<file path="config.mk">
export PLATFORM = sky130hd
export DESIGN_NAME = riscv_mem_arbiter
export DESIGN_NICKNAME = d
export VERILOG_FILES = /design/src/rtl/riscv_mem_arbiter.sv
export SDC_FILE = /design/constraint.sdc
export NUM_CORES = 1
export LEC_CHECK = 0
export CAP_MARGIN = 15
export CORE_AREA = 2 2 108 110
export CTS_BUF_LIST = sky130_fd_sc_hd__clkbuf_2 sky130_fd_sc_hd__clkbuf_4 sky130_fd_sc_hd__clkbuf_8
export DETAILED_ROUTE_END_ITERATION = 8
export DIE_AREA = 0 0 110 112
export SLEW_MARGIN = 40
export SYNTH_ARGS = -nofsm -noshare
export SYNTH_HDL_FRONTEND = slang
export SYNTH_SLANG_ARGS = --single-unit
</file>
<file path="constraint.sdc">
create_clock -name clk_i -period 1.5 [get_ports clk_i]
set_input_delay 0.15 -clock clk_i [delete_from_list [all_inputs] [get_ports clk_i]]
set_output_delay 0.15 -clock clk_i [all_outputs]
set_load 0.02 [all_outputs]
</file>
<file path="src/rtl/riscv_mem_arbiter.sv">
// riscv_mem_arbiter: shares one memory port between instruction fetch (imem) and the load/store unit (dmem)
//
// Ports:
//   clk_i, rst_i                  clock, asynchronous active-high reset
//   imem_req_i/addr_i             fetch request (held until imem_ready_o) and address
//   imem_rd_o/ready_o/err_o       fetch read data, completion pulse, timeout abort
//   dmem_req_i/we_i/be_i/addr_i/wd_i   data request (held until dmem_ready_o) and payload
//   dmem_rd_o/ready_o/err_o       data read data, completion pulse, timeout abort
//   mem_req_o/we_o/be_o/addr_o/wd_o    memory-side request
//   mem_rd_i/ready_i              memory read data, one-cycle completion pulse
//
// Parameters:
//   TIMEOUT_CYCLES  BUSY cycles without mem_ready_i before abort; 0 disables the watchdog
//   CNT_W           watchdog counter width, TIMEOUT_CYCLES < 2**CNT_W
//
// Macro RISCV_ARB_ROUND_ROBIN_EN: when both requests are pending, grant the one that did
// not win last time; otherwise data always wins.
module riscv_mem_arbiter #(
  parameter int TIMEOUT_CYCLES = 64,
  parameter int CNT_W = 8
) (
  input  logic        clk_i,
  input  logic        rst_i,
  input  logic        imem_req_i,
  input  logic [31:0] imem_addr_i,
  output logic [31:0] imem_rd_o,
  output logic        imem_ready_o,
  output logic        imem_err_o,
  input  logic        dmem_req_i,
  input  logic        dmem_we_i,
  input  logic [3:0]  dmem_be_i,
  input  logic [31:0] dmem_addr_i,
  input  logic [31:0] dmem_wd_i,
  output logic [31:0] dmem_rd_o,
  output logic        dmem_ready_o,
  output logic        dmem_err_o,
  output logic        mem_req_o,
  output logic        mem_we_o,
  output logic [3:0]  mem_be_o,
  output logic [31:0] mem_addr_o,
  output logic [31:0] mem_wd_o,
  input  logic [31:0] mem_rd_i,
  input  logic        mem_ready_i
);
`ifdef RISCV_ARB_ROUND_ROBIN_EN
  localparam bit RR = 1'b1;
`else
  localparam bit RR = 1'b0;
`endif
  localparam logic [CNT_W-1:0] LIM = CNT_W'(TIMEOUT_CYCLES > 0 ? TIMEOUT_CYCLES - 1 : 0);
  typedef enum logic [1:0] {IDLE, BUSY_I, BUSY_D} state_t;
  state_t r_state;
  logic r_last_d;
  logic [CNT_W-1:0] r_cnt;
  logic w_bi, w_bd, w_req, w_tmo, w_grant_d;
  always_comb begin
    w_bi = r_state == BUSY_I;
    w_bd = r_state == BUSY_D;
    w_req = (w_bi & imem_req_i) | (w_bd & dmem_req_i);
    // a ready arriving on the last watchdog cycle wins over the abort
    w_tmo = (TIMEOUT_CYCLES > 0) && w_req && !mem_ready_i && r_cnt == LIM;
    // with round robin, data yields only when fetch is also pending and data won last time
    w_grant_d = dmem_req_i && (!RR || !imem_req_i || !r_last_d);
  end
  assign mem_req_o    = w_req;
  assign mem_we_o     = w_bd & dmem_we_i;
  assign mem_be_o     = w_bd ? dmem_be_i : w_bi ? 4'hF : 4'h0;
  assign mem_addr_o   = w_bd ? dmem_addr_i : w_bi ? imem_addr_i : '0;
  assign mem_wd_o     = w_bd ? dmem_wd_i : '0;
  assign imem_ready_o = w_bi & (mem_ready_i | w_tmo);
  assign imem_err_o   = w_bi & w_tmo;
  assign imem_rd_o    = (w_bi & ~w_tmo) ? mem_rd_i : '0;
  assign dmem_ready_o = w_bd & (mem_ready_i | w_tmo);
  assign dmem_err_o   = w_bd & w_tmo;
  assign dmem_rd_o    = (w_bd & ~w_tmo) ? mem_rd_i : '0;
  always_ff @(posedge clk_i or posedge rst_i) begin
    if (rst_i) begin
      r_state  <= IDLE;
      r_last_d <= 1'b0;
      r_cnt    <= '0;
    end else if (r_state == IDLE) begin
      r_state <= w_grant_d ? BUSY_D : imem_req_i ? BUSY_I : IDLE;
      r_cnt   <= '0;
    end else begin
      // a dropped request, a completion or an abort all return to IDLE
      if (!w_req || mem_ready_i || w_tmo) r_state <= IDLE;
      if (mem_ready_i) r_last_d <= w_bd;
      if (TIMEOUT_CYCLES > 0 && !mem_ready_i) r_cnt <= r_cnt + 1'b1;
    end
  end
endmodule
</file>
# Yosys cells after proc, flatten, opt, wreduce, memory -nomap -nowiden
# Cells that the tools add are included.
# W data, S select, Z words.
# classes
n_reduce_logical	8
n_bitwise	12
addsub	1
n_eq_ne	4
n_mux	13
# op_table
operator	count
$mux W32	5
$mux W8	2
$and A1 B1 Y1	9
$add A8 B1 Y8 const B	1
$eq A8 B6 Y1 const B	1
$mux W4	2
$mux W2	3
$eq A2 B1 Y1 const B	1
$eq A2 B2 Y1 const B	1
$logic_and A1 B1 Y1	2
$logic_not A1 Y1	2
$logic_not A2 Y1	1
$logic_or A1 B1 Y1	2
$ne A2 B1 Y1 const B	1
$or A1 B1 Y1	2
$reduce_bool A2 Y1	1
$mux W1	1
$not A1 Y1	1
# word_totals
wordCells	40
inputBits	138
output_inout_bits	138
ff_bits	10

# Logic depth before layout (Yosys ltp)
# Gate-level depths: netlist (run 1).
# depth
ltp_word	8
depth_mapped	6
ltp_nobuf	4

# Least setup slack after synthesis (run 1)
# No wires, ideal clock.
# synth_path
path_type	register -> output
startpoint	register r_state[1]
endpoint	output dmem_ready_o
required_ns	1.350
arrival_ns	1.597
n_path_buf	2
stages_incl_launch_ff	6
path_slack_ns	-0.247
cell_sequence	dfrtp_1 > buf_2 > nand4bb_1 > a211o_1 > clkbuf_1 > a21oi_1
# synth_via
elab_chain_cells	7
word_cells_on_any_way	9
cone_classes	eq/ne: 2; bitwise: 5; reduce/logical: 2
# synth_rtl
item	line	rtl
start: declaration	52	state_t r_state;
start signal: assignment	82	r_state <= w_grant_d ? BUSY_D : imem_req_i ? BUSY_I : IDLE;
$eq A2 B1 Y1 or $eq A2 B2 Y1 (tied branches)	57, 58	
$and A1 B1 Y1	59	w_req = (w_bi & imem_req_i) | (w_bd & dmem_req_i);
$or A1 B1 Y1	59	
$logic_and A1 B1 Y1 (2 in series)	61	w_tmo = (TIMEOUT_CYCLES > 0) && w_req && !mem_ready_i && r_cnt == LIM;
$or A1 B1 Y1	73	assign dmem_ready_o = w_bd & (mem_ready_i | w_tmo);
$and A1 B1 Y1 (*)	73	
end: declaration	35	output logic dmem_ready_o,
# Mark *: on every way between the ends. The rest lies on a longest branch, timed or not.

# Worst setup path after layout (run 1)
# layout_path
startpoint	register r_cnt[1]
endpoint	output imem_rd_o[28]
# layout_via
elab_chain_cells	5
# layout_rtl
item	line	rtl
start: declaration	54	logic [CNT_W-1:0] r_cnt;
start signal: assignment	88	if (TIMEOUT_CYCLES > 0 && !mem_ready_i) r_cnt <= r_cnt + 1'b1;
$eq A8 B6 Y1	61	
$logic_and A1 B1 Y1	61	
$not A1 Y1	72	assign imem_rd_o = (w_bi & ~w_tmo) ? mem_rd_i : '0;
$and A1 B1 Y1	72	
$mux W32	72	
end: declaration	26	output logic [31:0] imem_rd_o,
# Every way passes these cells.

==> metrics.md, run 1 <==
| Metric | Value |
|---|---|
| Maxcap violations | 0 |
| Post-synth cell types | 31 |
| Worst-Skew Late Latency | 0.24 ns |
| Clock Tree Root | clkbuf_8 |
| Num ports | 276 |
| Starting Density | 0.146 |
| Register area share after synthesis | 0.154 |
| Ys Warns | 0 |
| Reg-to-reg critical path startpoint | r_cnt[1] |
| WP data arrival | 1.91 ns |
| Slew of the pin with the lowest slew margin | 0.407 ns |
| Endpoints failing setup | 138 |
| Clock Sink Count | 10 |
| Area Growth Syn to Fin | 285% |
| Pwr/cell area | 582 mW/mm^2 |
| Final WS setup | -0.557 ns |
| Post-Synth Adder-Cell Area | 0.00768 |
| Status | finished, violations left |
| Complex-gate fraction of the synthesized area | 0.220 |
| Vias in the first global route | 3351 |
| Drt drc | 0 |
| Max clock buf depth | 2 |
| Die Ht | 112 um |
| Largest net degree at the start of global routing | 33 |
| Worst path slowest cell | dfrtp_1 |
| Per-cell routed wire length | 19.9 um |
| DRT iter0 DRCs | 97 |
| Global-route wire length before repair | 19.6 mm |
| Drt via density | 4.59 |
| Fmax | 486 MHz |
| Die width | 110 um |
| Total gr overflow | 0 |
| Worst Skew | 0.00208 ns |
| Drt pass-1 iters | 4 |
| Die area | 0.0123 mm^2 |
| CP Launch Type | flop |
| Worst-path cell chain | ha_4 > nand4bb_1 > a211o_4 > buf_12 > buf_16 > and3_4 > buf_6 |
| Total track usage | 0.210 |
| Proportion of layout cells with a drive suffix above 1 | 0.607 |
| Via count | 3169 |
| CP peak stage delay | 0.39 ns |
| Port Buffer Count | 275 |
| Routed Antenna Nets | 0 |
| Leakage Power | 2.81 nW |
| Reg2reg setup slack | 0.03 ns |
| Max VDD drop | 0.350 mV |
| Critical path class | reg -> out |
| Post-layout util | 0.561 |
| RSZ-0062 raised after global routing | true |
| Post-detailed-routing wire length | 13.8 mm |
| Mux contribution to synthesized area | 0.00614 |
| Failing checks | setup timing |
| Area share of xor/xnor cells in the synthesized design | 0.0215 |
| Post-Syn Area per Cell | 7.24 um^2 |
| Cell Area, Synth | 0.00163 mm^2 |
| Nets | 687 |
| Post-layout minimum cycle time | 2.06 ns |
| CP Capture Type | output pin |
| Fin crit share | 1.37 |
| Crit path max fanout | 8 |
| Post-DP HPWL | 8.62 mm |
| Slew margin rel. | 0.728 |
| Largest family of logic cells by synthesized area | simple AND/OR/NAND/NOR gates |
| Final Hold Viols | 0 |
| Clock transition at path regs | 0.05 ns |
| Pins Over Slew Limit | 0 |
| Core ar. | 0.0112 mm^2 |
| CTS tree | built |
| Top_reg_cell synth | dfrtp_1 |
| Simple-Gate Fraction of Synth Area | 0.500 |
| Hold WC Path Type | in -> async |
| Worst r2r dst | r_state[1] |
| Syn Inst Count | 225 |
| Worst EP required | 1.35 ns |
| Placer Congestion | 0.814 |
| Async S/R FF share, synth | 1.00 |
| R2r worst-path depth | 5 |
| Syn nets | 364 |
| Register bit total from synthesis | 10 |
| Initial antenna violation count | 1 |
| TNS Setup | -53.18 ns |
| Post-synth EDFFs | 0 |
| H-tree depth | 1 |
| Row count | 39 |
| TritonCTS buffer count | 3 |
==> how the worst max path moves through the flow <==
stage,startpoint,to,slack [ns]
floorplan,r_state[0],dmem_rd_o[10],-0.11
global placement,mem_ready_i,imem_rd_o[6],-0.84
detailed placement,mem_ready_i,imem_rd_o[6],-0.85
CTS,r_cnt[0],dmem_rd_o[31],-0.61
global route,r_cnt[1],imem_rd_o[28],-0.60
finish,r_cnt[1],imem_rd_o[28],-0.56
==> kinds of logic (layout without fill, tap and decap cells) <==
kind of cell / count (synthesis) / count (layout)
other: 0 / 1
XOR/XNOR: 4 / 4
flip-flops: 10 / 10
adder cells (fa/ha/maj): 1 / 1
multiplexers: 1 / 1
buffers and inverters: 31 / 353
AO/OA/AOI/OAI: 44 / 44
AND/OR/NAND/NOR: 134 / 134
==> sequential cells by signal (all words and copies together) (netlist names) <==
register  flops
r_cnt         8
r_state       2
==> cells in the mapped netlist (2+ instances only) <==
library cell	n	share of area
a21oi_1	5	0.015
a22o_1	33	0.18
and2_1	33	0.13
and3_1	64	0.25
buf_1	3	0.0069
buf_2	4	0.012
buf_6	3	0.021
clkbuf_1	17	0.039
dfrtp_1	10	0.15
inv_1	3	0.0069
nand2_1	10	0.023
nand2b_1	2	0.0077
nand4b_1	2	0.011
nand4bb_1	3	0.021
nor2_1	8	0.018
nor2b_1	6	0.023
o21ai_0	2	0.0061
or3_1	2	0.0077
xor2_1	3	0.016
==> critical path, delay by kind of cell (launching register included) <==
kind | cells | cell delay, ns
AO/OA/AOI/OAI | 1 | 0.34
adder cells (fa/ha/maj) | 1 | 0.16
buffers and inverters | 3 | 0.42
flip-flops | 1 | 0.39
AND/OR/NAND/NOR | 2 | 0.32
==> routing by layer <==
layer	vias up	share of wire	track usage
li1	1473	-	-
met1	1485	0.35	0.225
met2	189	0.53	0.398
met3	22	0.094	0.0615
met4	0	0.022	0.0414
met5	-	0	0
==> where the power goes <==
| group | total [W] | internal [W] | leakage [nW] | switching, W |
|---|---|---|---|---|
| Combinational | 0.00299 | 0.00177 | 2.65 | 0.00121 |
| Sequential | 0.000305 | 0.000286 | 0.134 | 0.0000188 |
| Clock | 0.000356 | 0.000232 | 0.0288 | 0.000124 |
==> cell usage in the layout (no fill, tap or decap), types with 4 or more instances in the layout <==
cell,count
dfrtp_1,8
clkdlybuf4s50_1,136
nand2_2,4
and3_4,63
buf_6,156
and2_4,33
buf_12,10
nor2_1,6
buf_8,7
clkbuf_8,4
buf_16,12
nand2_4,4
nor2b_1,4
buf_4,20
a22o_1,33
==> what timing repair did <==
| action | CTS | global route |
|---|---|---|
| pin swaps | 78 | 36 |
| gates resized for setup | 923 | 61 |
| buffers inserted | 37 | 14 |
| setup endpoints to repair | 138 | 139 |
| hold buffers | 0 | 0 |
| gates cloned | 21 | 1 |
==> layout make-up <==
| type | count | area (um^2) |
|---|---|---|
| Fill cell | 932 | 4900 |
| Timing Repair Buffer | 346 | 3980 |
| Multi-Input combinational cell | 184 | 1790 |
| Sequential cell | 10 | 253 |
| Tap cell | 143 | 179 |
| Clock buffer | 4 | 55.1 |
| Inverter | 3 | 11.3 |
| Antenna cell | 1 | 2.50 |
==> metrics by stage <==
stage | instance area, um^2 | cells | hold slack (ns) | setup WS, ns | total power (W)
2_1_floorplan | 1820 | 225 | -0.00982 | -0.115 | 0.00125
3_3_place_gp | 4810 | 635 | 0.458 | -0.837 | 0.00243
3_5_place_dp | 4810 | 635 | 0.478 | -0.848 | 0.00243
4_1_cts | 6270 | 695 | 0.214 | -0.610 | 0.00374
5_1_grt | 6270 | 690 | 0.260 | -0.599 | 0.00381
6_report | 6270 | 691 | 0.196 | -0.557 | 0.00365
Power figures use the tool's default switching activity.
==> run 2, diff against run 1 <==
--- a/config.mk
+++ b/config.mk
@@ -5,11 +5,13 @@
 export SDC_FILE = /design/constraint.sdc
 export NUM_CORES = 1
 export LEC_CHECK = 0
+export ABC_AREA = 0
 export CAP_MARGIN = 15
 export CORE_AREA = 2 2 108 110
 export CTS_BUF_LIST = sky130_fd_sc_hd__clkbuf_2 sky130_fd_sc_hd__clkbuf_4 sky130_fd_sc_hd__clkbuf_8
 export DETAILED_ROUTE_END_ITERATION = 8
 export DIE_AREA = 0 0 110 112
+export RECOVER_POWER = 100
 export SLEW_MARGIN = 40
 export SYNTH_ARGS = -nofsm -noshare
 export SYNTH_HDL_FRONTEND = slang
==> run 2 against run 1 <==
  * The run still ends with setup timing left
  * Sequential power barely moved
  * Clock power barely moved
  * Cell count did not move
  * Register-to-register slack barely moved
  * Largest cell class unchanged
  * Critical endpoint unchanged
  * Power fell by 0.64%
==> metrics.md, run 2 (synthesis results as in run 1) <==
| Metric | Value |
|---|---|
| H-tree depth | 1 (unchanged) |
| Critical path's top delay family | buffers and inverters |
| Critical path class | reg -> out |
| Die area | 0.0123 mm^2 (unchanged) |
| Final WS setup | -0.557 ns (+0.000864 ns) |
| Reg2reg setup slack | 0.03 ns (about the same) |
| Clock transition at path regs | 0.05 ns (about the same) |
| Largest net degree at the start of global routing | 33 (unchanged) |
| Slew margin rel. | 0.729 (about the same) |
| TNS Setup | -53.50 ns (-0.317 ns) |
| Fin crit share | 1.37 (about the same) |
| Worst Skew | 0.00204 ns (-0.0000473 ns) |
| Die Ht | 112 um (unchanged) |
| WP data arrival | 1.91 ns (about the same) |
| TritonCTS buffer count | 3 (unchanged) |
| Post-layout minimum cycle time | 2.06 ns (-0.000864 ns) |
| Post-detailed-routing wire length | 13.7 mm (about the same) |
| Vias in the first global route | 3351 (unchanged) |
| Crit path max fanout | 8 (unchanged) |
| Worst EP required | 1.35 ns (about the same) |
| CP Capture Type | output pin |
| Per-cell routed wire length | 19.9 um (about the same) |
| Final Hold Viols | 0 (unchanged) |
| Post-DP HPWL | 8.62 mm (unchanged) |
| Nets | 687 (unchanged) |
| Slew of the pin with the lowest slew margin | 0.407 ns (-0.000353 ns) |
| Status | finished, violations left |
| Failing checks | setup timing |
| Global-route wire length before repair | 19.6 mm (unchanged) |
| Starting Density | 0.146 (unchanged) |
| CP Launch Type | flop |
| Via count | 3165 (-0.13%) |
| Max VDD drop | 0.350 mV (about the same) |
| Reg-to-reg critical path startpoint | r_cnt[1] |
| Fmax | 486 MHz (about the same) |
| Num ports | 276 (unchanged) |
| Proportion of layout cells with a drive suffix above 1 | 0.605 (-0.00183) |
| Placed cells | 635 (unchanged) |
| Max FFs per register | 8 (unchanged) |
| Routed Antenna Nets | 0 (unchanged) |
| WP buf/inv | 3 (unchanged) |
| Initial antenna violation count | 1 (unchanged) |
| Die width | 110 um (unchanged) |
| Drt pass-1 iters | 4 (unchanged) |
| Row count | 39 (unchanged) |
| CTS tree | built |
| Top reg by flops | r_cnt |
| Drt via density | 4.58 (-0.13%) |
| Fin cells | 691 (unchanged) |
| Worst-Skew Late Latency | 0.24 ns (about the same) |
| Total track usage | 0.210 (unchanged) |
| Total gr overflow | 0 (unchanged) |
| Pwr/cell area | 580 mW/mm^2 (-0.26%) |
| Most common cell after layout, fill and taps aside | buf_6 |
| Leakage Power | 2.80 nW (-0.33%) |
| CP peak stage delay | 0.39 ns (about the same) |
| Pins Over Slew Limit | 0 (unchanged) |
| Max clock buf depth | 2 (unchanged) |
| Core ar. | 0.0112 mm^2 (unchanged) |
| Placer Congestion | 0.814 (unchanged) |
| Crit path from | r_cnt[1] |
| Most frequent cells in the layout | 156 x buf_6, 135 x clkdlybuf4s50_1, 63 x and3_4 |
| Top Registers | r_cnt (8), r_state (2) |
| Area Growth Syn to Fin | 283% |
| DRT iter0 DRCs | 96 (-1.0%) |
| RSZ-0062 raised after global routing | true |
| Worst path slowest cell | dfrtp_1 |
| Drt drc | 0 (unchanged) |
| Worst-path cell chain | ha_4 > nand4bb_1 > a211o_4 > buf_12 > buf_16 > and3_4 > buf_6 |
| Hold WC Path Type | in -> async |
| Port Buffer Count | 275 (unchanged) |
| Maxcap violations | 0 (unchanged) |
| Endpoints failing setup | 138 (unchanged) |
| Clock Sink Count | 10 (unchanged) |
| Clock Tree Root | clkbuf_8 |
==> run 2: cell types whose count changed in the layout (fill, tap and decap cells not counted), sizes merged <==
cell / change
clkdlybuf4s50: -1
clkbuf: +4
buf: -4
dlygate4sd3: +1
==> run 2: power breakdown <==
group | total, W | internal [W] | switching, W
Combinational | 0.00296 | 0.00175 | 0.00121
Sequential | 0.000305 | 0.000286 | 0.0000188
Clock | 0.000356 | 0.000232 | 0.000123
Total | 0.00363 | 0.00227 | 0.00135
==> run 2: layout make-up <==
class | instances | area (um^2)
diodes | 1 | 2.50
clock buffers | 4 | 55.1
fillers | 936 | 4930
inverters | 3 | 11.3
multi-input cells | 184 | 1790
flip-flops and latches | 10 | 253
well taps | 143 | 179
repair buffers | 346 | 3960
==> run 2: path summary, 6_finish.rpt <==
| kind | end | depth (start not counted) |
|---|---|---|
| setup / recovery | imem_rd_o[28] | 7 |
| hold / removal | r_cnt[7] | 2 |
| setup reg to reg | r_state[1] | 5 |
| hold reg to reg | r_cnt[5] | 2 |
| max in group asynchronous | r_state[0] | 2 |
| min in group clk_i | r_cnt[1] | 4 |
==> run 2: stage by stage <==
stage	utilization	setup WS (ns)	hold slack, ns	area, um^2	power (W)
global placement	0.430	-0.837	0.458	4810	0.00243
finish	0.559	-0.557	0.333	6250	0.00363
detailed placement	0.430	-0.848	0.478	4810	0.00243
global route	0.559	-0.599	0.392	6240	0.00379
CTS	0.561	-0.610	0.214	6270	0.00374
floorplan	-	-0.115	-0.00982	1820	0.00125
==> run 2: timing repair <==
action                                  in CTS  in global routing
endpoints found under the hold margin        0                  0
cloned                                      21                  1
gates resized for setup                    923                 61
setup buffers                               37                 14
hold buffers                                 0                  0
pin swaps                                   78                 36
endpoints found under the setup margin     138                139
==> run 2: routing by layer <==
| metal | part of all wire | vias up | GRT usage |
|---|---|---|---|
| met2 | 0.53 | 185 | 0.398 |
| met5 | 0 | - | 0 |
| met3 | 0.090 | 22 | 0.0615 |
| met1 | 0.36 | 1486 | 0.225 |
| met4 | 0.022 | 0 | 0.0414 |
| li1 | - | 1472 | - |
==> run 3, diff against run 2 <==
==> constraint.sdc (replaced) <==
create_clock -name clk_i -period 1.5 [get_ports clk_i]
set_input_delay 0.15 -clock clk_i [delete_from_list [all_inputs] [get_ports clk_i]]
set_output_delay 0.15 -clock clk_i [all_outputs]
set_load 0.05 [all_outputs]
==> run 3 against run 2 <==
  * The flow still finishes with violations (setup timing)
  * Cell count fell by 2.5%
  * Sequential share of layout area fell by 0.70 points
  * Utilization rose by 12 points
  * Clock skew rose by 0.0022 ns
  * Routed wire length rose by 1.6%
  * Flip-flop and latch count did not move
  * Critical endpoint is now dmem_rd_o[11]
  * Largest cell class unchanged
==> metrics.md, run 3 (synthesis results as in run 1) <==
| Metric | Value |
|---|---|
| Max FFs per register | 8 (unchanged) |
| Fin cells | 674 (-2.5%) |
| Top reg by flops | r_cnt |
| Worst Skew | 0.00425 ns (+0.00221 ns) |
| Most frequent cells in the layout | 149 x buf_12, 135 x clkdlybuf4s50_1, 63 x and3_4 |
| Top Registers | r_cnt (8), r_state (2) |
| Worst-Skew Late Latency | 0.24 ns (about the same) |
| Most common cell after layout, fill and taps aside | buf_12 |
| Worst EP required | 1.35 ns (about the same) |
| Largest net degree at the start of global routing | 40 (+21%) |
| Placed cells | 641 (+0.94%) |
| Leakage Power | 3.15 nW (+12%) |
| Vias in the first global route | 3214 (-4.1%) |
| Hold WS | 0.324 ns (-0.00923 ns) |
| Status | finished, violations left |
| Die width | 110 um (unchanged) |
| Global-route wire length before repair | 18.9 mm (-3.1%) |
| Fin crit share | 1.34 (-0.0275) |
| Reg2reg setup slack | 0.02 ns (about the same) |
| WP buf/inv | 2 (-1) |
| Worst-path cell chain | ha_4 > nand4bb_4 > a211o_4 > clkbuf_16 > and3_4 > buf_12 |
| DRT iter0 DRCs | 84 (-13%) |
| Failing checks | setup timing |
| Initial antenna violation count | 0 (-1) |
| CP peak stage delay | 0.41 ns (+0.02 ns) |
| Drt via density | 4.58 (about the same) |
| Sw Ratio | 0.433 (+0.0594) |
| Proportion of layout cells with a drive suffix above 1 | 0.653 (+0.0484) |
| Post-layout util | 0.676 (+0.117) |
| CP Depth | 6 (-1) |
| Maxcap violations | 0 (unchanged) |
| Clock transition at path regs | 0.05 ns (about the same) |
| Hold WC Path Type | in -> async |
| Port Buffer Count | 275 (unchanged) |
| Via count | 3085 (-2.5%) |
| TritonCTS buffer count | 3 (unchanged) |
| RSZ-0062 raised after global routing | true |
| Hold_buf cts | 0 (unchanged) |
| Slew of the pin with the lowest slew margin | 0.405 ns (-0.00126 ns) |
| Reg-to-reg critical path startpoint | r_cnt[1] |
| Combinational share of power | 0.876 (+0.058) |
| Sw power | 0.00225 W (+66%) |
| Critical path class | reg -> out |
| R2r worst-path depth | 5 (unchanged) |
| Fmax | 496 MHz (+2.0%) |
| CP Launch Type | flop |
| Critical path's top delay family | compound AO/OA/AOI/OAI gates |
| Worst path slowest cell | a211o_4 |
| Total track usage | 0.201 (-0.00869) |
| Per-cell routed wire length | 20.7 um (+4.2%) |
| Final Hold Viols | 0 (unchanged) |
| Clock Sink Count | 10 (unchanged) |
| Endpoints failing setup | 138 (unchanged) |
| Post-layout minimum cycle time | 2.02 ns (-0.0413 ns) |
| H-tree depth | 1 (unchanged) |
| Pins Over Slew Limit | 0 (unchanged) |
| Drt drc | 0 (unchanged) |
| Final WS setup | -0.515 ns (+0.0413 ns) |
| Max clock buf depth | 2 (unchanged) |
| Post-place setup slack | -0.553 ns (+0.295 ns) |
| Placer Congestion | 0.836 (+2.7%) |
| Total gr overflow | 0 (unchanged) |
| Pwr/cell area | 688 mW/mm^2 (+19%) |
| Clock Tree Root | clkbuf_8 |
| Drt pass-1 iters | 4 (unchanged) |
| Crit path max fanout | 10 (+2) |
| Die Ht | 112 um (unchanged) |
| Seq pwr share | 0.059 (-0.025) |
| Core ar. | 0.0112 mm^2 (unchanged) |
| Worst r2r dst | r_cnt[7] |
| Row count | 39 (unchanged) |
| Area Growth Syn to Fin | 364% |
| Num ports | 276 (unchanged) |
| Post-DP HPWL | 9.93 mm (+15%) |
| Slew margin rel. | 0.730 (+0.00114) |
| ANT cells | 0 (-1) |
| Die area | 0.0123 mm^2 (unchanged) |
| Routed Antenna Nets | 0 (unchanged) |
| Post-detailed-routing wire length | 14.0 mm (+1.6%) |
| Nets | 671 (-2.3%) |
| Clock network fraction of total power | 0.065 (-0.033) |
| CP Capture Type | output pin |
| Int Power | 0.00295 W (+30%) |
| CTS tree | built |
| WP data arrival | 1.87 ns (-0.04 ns) |
| Max VDD drop | 0.598 mV (+71%) |
| Starting Density | 0.146 (unchanged) |
-- run 3: cell types whose count changed in the layout (fill, tap and decap cells not counted), moves of 4 or more --
cell / change
buf_16: -5
nand2_4: +4
buf_8: -6
buf_6: -151
a22o_1: -32
nand2_2: -4
clkbuf_16: +6
buf_12: +140
a22o_4: +32
-- run 3: how the worst max path moves through the flow --
| stage | slack [ns] | from | end |
|---|---|---|---|
| after global placement | -0.53 | mem_ready_i | dmem_rd_o[31] |
| after floorplan | -0.19 | r_state[0] | dmem_ready_o |
| after detailed placement | -0.55 | mem_ready_i | dmem_rd_o[3] |
| final | -0.52 | r_cnt[1] | dmem_rd_o[11] |
| after CTS | -0.47 | r_state[1] | dmem_rd_o[3] |
| after global routing | -0.57 | r_cnt[1] | dmem_rd_o[11] |
-- run 3: final cells by class --
class	count	area, um^2
inverter	3	11.3
sequential	10	253
tap	143	179
timing repair buffer	329	4950
clock buffer	4	55.1
fill	793	3620
multi-input combinational	185	2110
-- run 3: per-stage QoR --
| step | power (W) | setup TNS (ns) | cell area (um^2) |
|---|---|---|---|
| 2_1_floorplan | 0.00214 | -7.61 | 2150 |
| 3_3_place_gp | 0.00418 | -34.73 | 6560 |
| 3_5_place_dp | 0.00421 | -36.33 | 6560 |
| 4_1_cts | 0.00509 | -56.32 | 7270 |
| 5_1_grt | 0.00537 | -67.56 | 7560 |
| 6_report | 0.00520 | -58.04 | 7560 |
-- run 3: worst register-to-register path, delay by kind of cell (launching register included) --
kind	cells	cell delay (ns)
buffers and inverters	2	0.23
DFF	1	0.40
and+or+nand+nor	2	0.60
AOI/OAI and AO/OA	1	0.17
-- run 3: power groups by stage --
stage	Clock (W)	Combinational, W	Sequential (W)
5_1_grt	0.000359	0.00470	0.000307
3_3_place_gp	0	0.00388	0.000299
4_1_cts	0.000347	0.00445	0.000296
2_1_floorplan	0	0.00184	0.000298
6_report	0.000338	0.00456	0.000305
3_5_place_dp	0	0.00391	0.000301
-- run 3: what timing repair did --
action,CTS,global route
gates cloned,9,9
setup buffers,11,4
resized for setup,68,34
pin swaps,5,44
hold endpoints to repair,0,0
endpoints found under the setup margin,139,139
-- run 3: metal layers --
layer	vias to the layer above	global-route usage	share of wire
met3	21	0.0585	0.080
met5	-	0	0
met4	0	0.0506	0.024
met2	149	0.385	0.55
met1	1473	0.209	0.35
li1	1442	-	-
